**config.mk**
```make
export PLATFORM = sky130hd
export DESIGN_NAME = buzz_monitor
export DESIGN_NICKNAME = d
export VERILOG_FILES = /design/src/rtl/buzz_pkg.sv /design/src/rtl/buzz_edge_sync.sv /design/src/rtl/buzz_monitor.sv
export SDC_FILE = /design/constraint.sdc
export NUM_CORES = 1
export LEC_CHECK = 0
export CORE_MARGIN = 3
export CORE_UTILIZATION = 35
export DETAILED_ROUTE_END_ITERATION = 7
export GPL_ROUTABILITY_DRIVEN = 0
export GPL_TIMING_DRIVEN = 0
export HOLD_SLACK_MARGIN = 0.15
export PLACE_DENSITY = 0.54
export SYNTH_ARGS = -nofsm -noshare
export SYNTH_HDL_FRONTEND = slang
export SYNTH_SLANG_ARGS = --single-unit
```
**constraint.sdc**
```tcl
create_clock -name clk -period 2.2 [get_ports clk]
set_input_delay 0.33 -clock clk [delete_from_list [all_inputs] [get_ports clk]]
set_output_delay 0.33 -clock clk [all_outputs]
set_load 0.01 [all_outputs]
```
**src/rtl/buzz_pkg.sv**
```systemverilog
// Purpose: shared types and default constants for the buzzer tone-line receivers.
// Latency: n/a (package only).
// Backpressure: n/a (package only).
package buzz_pkg;

    // Receiver decode state: waiting for tone, inside a beep, between beeps of a burst
    typedef enum logic [1:0] {
        IDLE = 2'd0,
        TONE = 2'd1,
        GAP  = 2'd2
    } buzz_state_t;

    // Defaults sized for a ~1 kHz-class tone on a fast core clock
    localparam int TONE_TO_DEF  = 32768;
    localparam int MIN_BEEP_DEF = 1024;
    localparam int BURST_TO_DEF = 33554432;

    // Metastability depth of the tone-line synchronizer
    localparam int SYNC_STAGES = 2;

endpackage

```
**src/rtl/buzz_edge_sync.sv**
```systemverilog
// Purpose: synchronizes an asynchronous line and flags every level change as a one-cycle edge strobe.
// Latency: a pin change shows up as edge_stb 3 clocks later (sampled on the 3rd rising edge).
// Backpressure: none; free-running strobe, every change produces exactly one strobe.
//
// Ports:
//   clk       system clock
//   rst_n     asynchronous active-low reset
//   din       asynchronous input line (idle high)
//   edge_stb  one-cycle strobe per synchronized level change
module buzz_edge_sync
    import buzz_pkg::*;
(
    input  logic clk,
    input  logic rst_n,
    input  logic din,
    output logic edge_stb
);

    logic [SYNC_STAGES-1:0] sync_q;
    logic                   hist_q;

    // Everything resets to the idle-high level so that releasing reset on an
    // idle line never looks like a change.
    always_ff @(posedge clk or negedge rst_n) begin
        if (!rst_n) begin
            sync_q <= '1;
            hist_q <= 1'b1;
        end else begin
            sync_q <= {sync_q[SYNC_STAGES-2:0], din};
            hist_q <= sync_q[SYNC_STAGES-1];
        end
    end

    assign edge_stb = hist_q ^ sync_q[SYNC_STAGES-1];

endmodule

```
**src/rtl/buzz_monitor.sv**
```systemverilog
// Purpose: decodes an active-low square-wave tone line into accepted beeps and per-burst beep counts.
// Latency: edge seen 3 clocks after the pin; beep_pulse TONE_TO clocks after the last edge; burst_valid BURST_TO clocks later.
// Backpressure: none; strobes are single-cycle and must be captured by the consumer when they fire.
//
// Ports:
//   clk, rst_n   clock and asynchronous active-low reset
//   beep_n       asynchronous tone line, idle high
//   tone_active  high while a tone is in progress
//   beep_pulse   one-cycle strobe per accepted beep
//   burst_valid  one-cycle strobe when a burst with at least one beep ends
//   burst_count  beeps in the last completed burst (saturating), held until next burst_valid
//   tone_period  last measured edge-to-edge half-period; built only with BUZZ_MON_PERIOD_EN, else 0
module buzz_monitor
    import buzz_pkg::*;
#(
    parameter int TONE_TO  = TONE_TO_DEF,
    parameter int MIN_BEEP = MIN_BEEP_DEF,
    parameter int BURST_TO = BURST_TO_DEF,
    parameter int CNT_W    = 8
) (
    input  logic             clk,
    input  logic             rst_n,
    input  logic             beep_n,
    output logic             tone_active,
    output logic             beep_pulse,
    output logic             burst_valid,
    output logic [CNT_W-1:0] burst_count,
    output logic [15:0]      tone_period
);

    localparam int TT_W   = $clog2(TONE_TO);
    localparam int BT_W   = $clog2(BURST_TO);
    localparam int SPAN_W = $clog2(MIN_BEEP + 1);

    localparam logic [TT_W-1:0]   TONE_LAST  = TT_W'(TONE_TO - 1);
    localparam logic [BT_W-1:0]   BURST_LAST = BT_W'(BURST_TO - 1);
    // Span only has to prove "long enough", so it stops counting at MIN_BEEP
    localparam logic [SPAN_W-1:0] SPAN_MAX   = SPAN_W'(MIN_BEEP);

    logic edge_stb;

    buzz_edge_sync u_sync (
        .clk      (clk),
        .rst_n    (rst_n),
        .din      (beep_n),
        .edge_stb (edge_stb)
    );

    buzz_state_t       state_q, state_d;
    logic [TT_W-1:0]   tone_tmr_q, tone_tmr_d;
    logic [BT_W-1:0]   gap_tmr_q, gap_tmr_d;
    logic [SPAN_W-1:0] span_q, span_d, span_inc;
    logic [SPAN_W-1:0] beep_len_q, beep_len_d;
    logic [CNT_W-1:0]  beep_cnt_q, beep_cnt_d;
    logic [CNT_W-1:0]  burst_count_q, burst_count_d;
    logic              beep_pulse_q, beep_pulse_d;
    logic              burst_valid_q, burst_valid_d;
    logic              tone_active_q;

    always_ff @(posedge clk or negedge rst_n) begin
        if (!rst_n) begin
            state_q       <= IDLE;
            tone_tmr_q    <= '0;
            gap_tmr_q     <= '0;
            span_q        <= '0;
            beep_len_q    <= '0;
            beep_cnt_q    <= '0;
            burst_count_q <= '0;
            beep_pulse_q  <= 1'b0;
            burst_valid_q <= 1'b0;
            tone_active_q <= 1'b0;
        end else begin
            state_q       <= state_d;
            tone_tmr_q    <= tone_tmr_d;
            gap_tmr_q     <= gap_tmr_d;
            span_q        <= span_d;
            beep_len_q    <= beep_len_d;
            beep_cnt_q    <= beep_cnt_d;
            burst_count_q <= burst_count_d;
            beep_pulse_q  <= beep_pulse_d;
            burst_valid_q <= burst_valid_d;
            tone_active_q <= (state_d == TONE);
        end
    end

    always_comb begin
        state_d       = state_q;
        tone_tmr_d    = tone_tmr_q;
        gap_tmr_d     = gap_tmr_q;
        span_d        = span_q;
        beep_len_d    = beep_len_q;
        beep_cnt_d    = beep_cnt_q;
        burst_count_d = burst_count_q;
        beep_pulse_d  = 1'b0;
        burst_valid_d = 1'b0;
        span_inc      = (span_q == SPAN_MAX) ? span_q : span_q + 1'b1;

        unique case (state_q)
            IDLE: begin
                if (edge_stb) begin
                    state_d    = TONE;
                    tone_tmr_d = '0;
                    span_d     = '0;
                    beep_len_d = '0;
                end
            end
            TONE: begin
                span_d = span_inc;
                // An edge on the expiry cycle keeps the beep alive
                if (edge_stb) begin
                    tone_tmr_d = '0;
                    // Length runs from the first edge to this one
                    beep_len_d = span_inc;
                end else if (tone_tmr_q == TONE_LAST) begin
                    state_d   = GAP;
                    gap_tmr_d = '0;
                    if (beep_len_q >= SPAN_MAX) begin
                        beep_pulse_d = 1'b1;
                        if (beep_cnt_q != {CNT_W{1'b1}}) begin
                            beep_cnt_d = beep_cnt_q + 1'b1;
                        end
                    end
                end else begin
                    tone_tmr_d = tone_tmr_q + 1'b1;
                end
            end
            GAP: begin
                if (edge_stb) begin
                    // Next beep of the same burst starts fresh
                    state_d    = TONE;
                    gap_tmr_d  = '0;
                    tone_tmr_d = '0;
                    span_d     = '0;
                    beep_len_d = '0;
                end else if (gap_tmr_q == BURST_LAST) begin
                    state_d    = IDLE;
                    beep_cnt_d = '0;
                    if (beep_cnt_q != '0) begin
                        burst_count_d = beep_cnt_q;
                        burst_valid_d = 1'b1;
                    end
                end else begin
                    gap_tmr_d = gap_tmr_q + 1'b1;
                end
            end
            default: state_d = IDLE;
        endcase
    end

    assign tone_active = tone_active_q;
    assign beep_pulse  = beep_pulse_q;
    assign burst_valid = burst_valid_q;
    assign burst_count = burst_count_q;

`ifdef BUZZ_MON_PERIOD_EN
    logic [15:0] per_cnt_q;
    logic [15:0] tone_period_q;

    // per_cnt restarts at 1 on every edge so the value loaded at the next
    // edge equals the number of clocks between the two edges.
    always_ff @(posedge clk or negedge rst_n) begin
        if (!rst_n) begin
            per_cnt_q     <= '0;
            tone_period_q <= '0;
        end else if (state_q == TONE) begin
            if (edge_stb) begin
                tone_period_q <= per_cnt_q;
                per_cnt_q     <= 16'd1;
            end else if (per_cnt_q != 16'hFFFF) begin
                per_cnt_q <= per_cnt_q + 16'd1;
            end
        end else if (edge_stb) begin
            per_cnt_q <= 16'd1;
        end
    end

    assign tone_period = tone_period_q;
`else
    assign tone_period = '0;
`endif

endmodule

```
==> metrics.md <==
| Metric | Value |
|---|---|
| Critical path's slowest cell | dfstp_2 |
| Vias in the first global route | approximately 3300 |
| Worst R2R End | gap_tmr_q[17] |
| Initial antenna violation count | 0 |
| CTS tree | yes |
| Slew Limit Fails | 0 |
| Setup WS pre-CTS | -0.307 ns |
| Critical Path RT | roughly 2.4 ns |
| Cell Area, Synth | 4200 um2 |
| Worst Setup End Kind | register |
| Post-synth top area cell | dfrtp_1 |
| Clk pin slew, worst setup/hold paths | 0.05 ns |
| Core area | 11600 um2 |
| Vias per inst | ~5.4 |
| Routed Antenna Nets | 0 |
| Detailed Routing Iterations Pass 1 | 4 |
| Cell variety after synth | 63 |
| HP Start | u_sync.sync_q[0] |
| Detailed placement HPWL | 6.58 mm |
| Worst-path cell chain | xnor2_4, and3_4, a31oi_4, or2_2, a221o_1 |
| Max rail drop VDD | between 400 and 500 uV |
| Tmin final | 2.14 ns |
| Row cnt | 39 |
| Area growth syn-to-layout | 22.0% |
| Total vias in the final route | about 3500 |
| Final instance area | 5120 um2 |
| Synth top area share | between 40% and 50% |
| Worst Slack Setup Final | between 0.06 and 0.07 ns |
| Worst-Skew Late Latency | 0.33 ns |
| Outcome | finished clean |
| Synth Flop Type | dfrtp_1 |
| Overflow after GRT | 0 |
| NumNets Final | 500 |
| Power per Cell Area | approximately 660 nW/um2 |
| Type of the most critical hold path | register to register |
| Worst relative slew slack | ~48% |
| RSZ-0062 raised after global routing | false |
| Final cell utilization of the core | 44.3% |
| Layout cell share with drive strength beyond 1 | around 18% |
| PnR Total Power | 3.37 mW |
| Crit-path max FO | 10 |
| Max-cap viol count | 0 |
| Gr usage total | 15.6% |
| DRT Wirelength | 9.65 mm |
| Final period utilization | 97.1% |
| I/O pin count | 30 |
| WS Path Type | register to register |
| Chip Width | 116 um |
| Pleak | 2.27 nW |
| Final Hold Vio Count | 0 |
| Inserted Diodes | 0 |
| Top post-synthesis cells by area | dfrtp_1 43%, nand3_1 3.7%, nor2_1 3.5% |
| Largest net degree at the start of global routing | 45 |
| Asr flop ratio synth | 100% |
| TritonCTS Buffers | 9 |
| Yosys warns | 0 |
| DRT iter0 DRCs | between 150 and 200 |
| Remaining DRCs | 0 |
| Root buf cell | clkbuf_16 |
| Worst r2r src | u_sync.sync_q[1] |
| Avg Cell Area, Syn | between 9 and 10 um2 |
| Worst reg-to-reg path cell count | 5 |
| Initial Util | between 30% and 40% |
| Hold Path Sink | u_sync.sync_q[1] |
| Cells after Synth | 440 |
| Chip Height | approximately 120 um |
| Slew @ Worst Pin | 0.781 ns |
| Placed instance area | 4590 um2 |
| Final setup violation count | 0 |
| Routed WL per cell | 15.1 um |
| Clock Sinks | 76 |
| Htree depth | 3 |
| Hold Path Cell Cnt | 0 |
| Clock skew | 0.00610 ns |
| I/O Buffers | 13 |
| Largest stage delay on the critical path | about 0.63 ns |
| CP arrival | 2.35 ns |
| Total of fill cells in the finished design | 1106 |
| Register area share after synthesis | 45.4% |
| Synth Register Bits | 76 |
| Clock tree buffer depth | 2 |
| Die ar. | 13400 um2 |
| EDFF count, synth | 0 |
| Wire length of the first global-routing pass | 16.8 mm |
| Sum Neg Setup Slack | 0 ns |
| Crit path launch type | register |
| Reg2Reg Setup Slack | 0.06 ns |
| FMAX | 468 MHz |
## repair_timing
item,4_1_cts,5_1_grt
resized for setup,16,18
hold endpoints to repair,29,0
pin swaps,3,4
endpoints found under the setup margin,43,36
hold buffers,1,0
buffers inserted,5,5
## synth_stat cells, types with 4 or more instances
library cell / n
dfrtp_1: 73
nor2_1: 39
nand2_1: 31
nand3_1: 31
a21oi_1: 20
a31oi_1: 19
and3_1: 19
inv_1: 18
o21ai_0: 18
buf_4: 16
nand4_1: 10
nor3_1: 10
mux2_2: 8
a41oi_1: 7
xor2_1: 7
a211o_1: 6
ha_1: 6
a21o_1: 5
and4_1: 5
buf_2: 5
clkbuf_1: 5
nor4_1: 5
nor4b_1: 5
o31ai_1: 5
xnor2_1: 5
a22o_1: 4
and2_1: 4
nand2b_1: 4
or3_1: 4
## layout by cell type (no fill, tap or decap), types with 6 or more instances in the layout
| cell | Yosys | final |
|---|---|---|
| dfrtp_1 | 73 | 72 |
| nor2_1 | 39 | 37 |
| nand2_1 | 31 | 30 |
| nand3_1 | 31 | 28 |
| buf_4 | 16 | 28 |
| a31oi_1 | 19 | 19 |
| inv_1 | 18 | 18 |
| and3_1 | 19 | 18 |
| a21oi_1 | 20 | 18 |
| o21ai_0 | 18 | 17 |
| conb_1 | 1 | 16 |
| clkdlybuf4s50_1 | 0 | 12 |
| nand4_1 | 10 | 10 |
| nor3_1 | 10 | 10 |
| clkbuf_16 | 0 | 9 |
| mux2_2 | 8 | 8 |
| a41oi_1 | 7 | 7 |
| clkbuf_1 | 5 | 6 |
| a211o_1 | 6 | 6 |
| xor2_1 | 7 | 6 |
## per-stage QoR
| step | cells | hold slack [ns] |
|---|---|---|
| floorplan | 455 | 0.0344 |
| global route | 638 | 0.360 |
| detailed placement | 612 | 0.310 |
| global placement | 611 | 0.348 |
| CTS | 633 | 0.355 |
| finish | 638 | 0.354 |
## logic make-up after synthesis
logic type,synth area share [%]
flops,45.4
mux,2.38
simple gates,24.0
other cells,0.0893
compound gates,17.6
xor+xnor,2.89
fa+ha+maj,1.79
buf+inv,5.90
## worst max-delay path by stage
stage / startpoint / endpoint
2_1_floorplan: gap_tmr_q[0] / gap_tmr_q[18]
3_3_place_gp: rst_n / tone_tmr_q[1]
3_5_place_dp: state_q[0] / beep_cnt_q[6]
6_report: u_sync.sync_q[1] / gap_tmr_q[17]
5_1_grt: u_sync.sync_q[1] / gap_tmr_q[17]
4_1_cts: tone_tmr_q[0] / beep_cnt_q[6]
## sequential cells by signal, indices dropped and copies added (netlist names)
signal,count
gap_tmr_q,25
tone_tmr_q,15
span_q,11
beep_cnt_q,8
burst_count,8
state_q,2
u_sync.sync_q,2
beep_len_q,1
beep_pulse,1
burst_valid,1
tone_active,1
u_sync.hist_q,1
## layer usage
metal	part of all wire [%]	track usage, %	up-vias
li1	-	-	1706
met1	49	22.3	1681
met2	47	23.6	68
met3	3.8	4.07	7
met4	0.68	3.76	0
met5	0	0	-
## report_power, final
| part | switching [mW] | internal (mW) | leakage [nW] |
|---|---|---|---|
| combinational | 0.163 | 0.123 | 1.09 |
| sequential | 0.0996 | 1.48 | 1.02 |
| clock | 0.539 | 0.966 | 0.149 |
| total | 0.802 | 2.56 | 2.27 |
## area by class of cell
cell class	instances	area, um2	area share, %
plain buffers	28	191	3.74
clock buffers	14	274	5.35
clock inverters	1	30.0	0.586
inverters	18	67.6	1.32
multi-input cells	333	2240	43.6
flip-flops and latches	76	1910	37.2
well taps	143	179	3.49
repair buffers	25	240	4.69
## critical path: cells and delay by family, from the launching register on
kind | cells | cell delay (ns)
flip-flops | 1 | 0.63
AND/OR/NAND/NOR | 2 | 0.67
XOR/XNOR | 1 | 0.21
AO/OA/AOI/OAI | 2 | 0.51
Power figures use the tool's default switching activity.
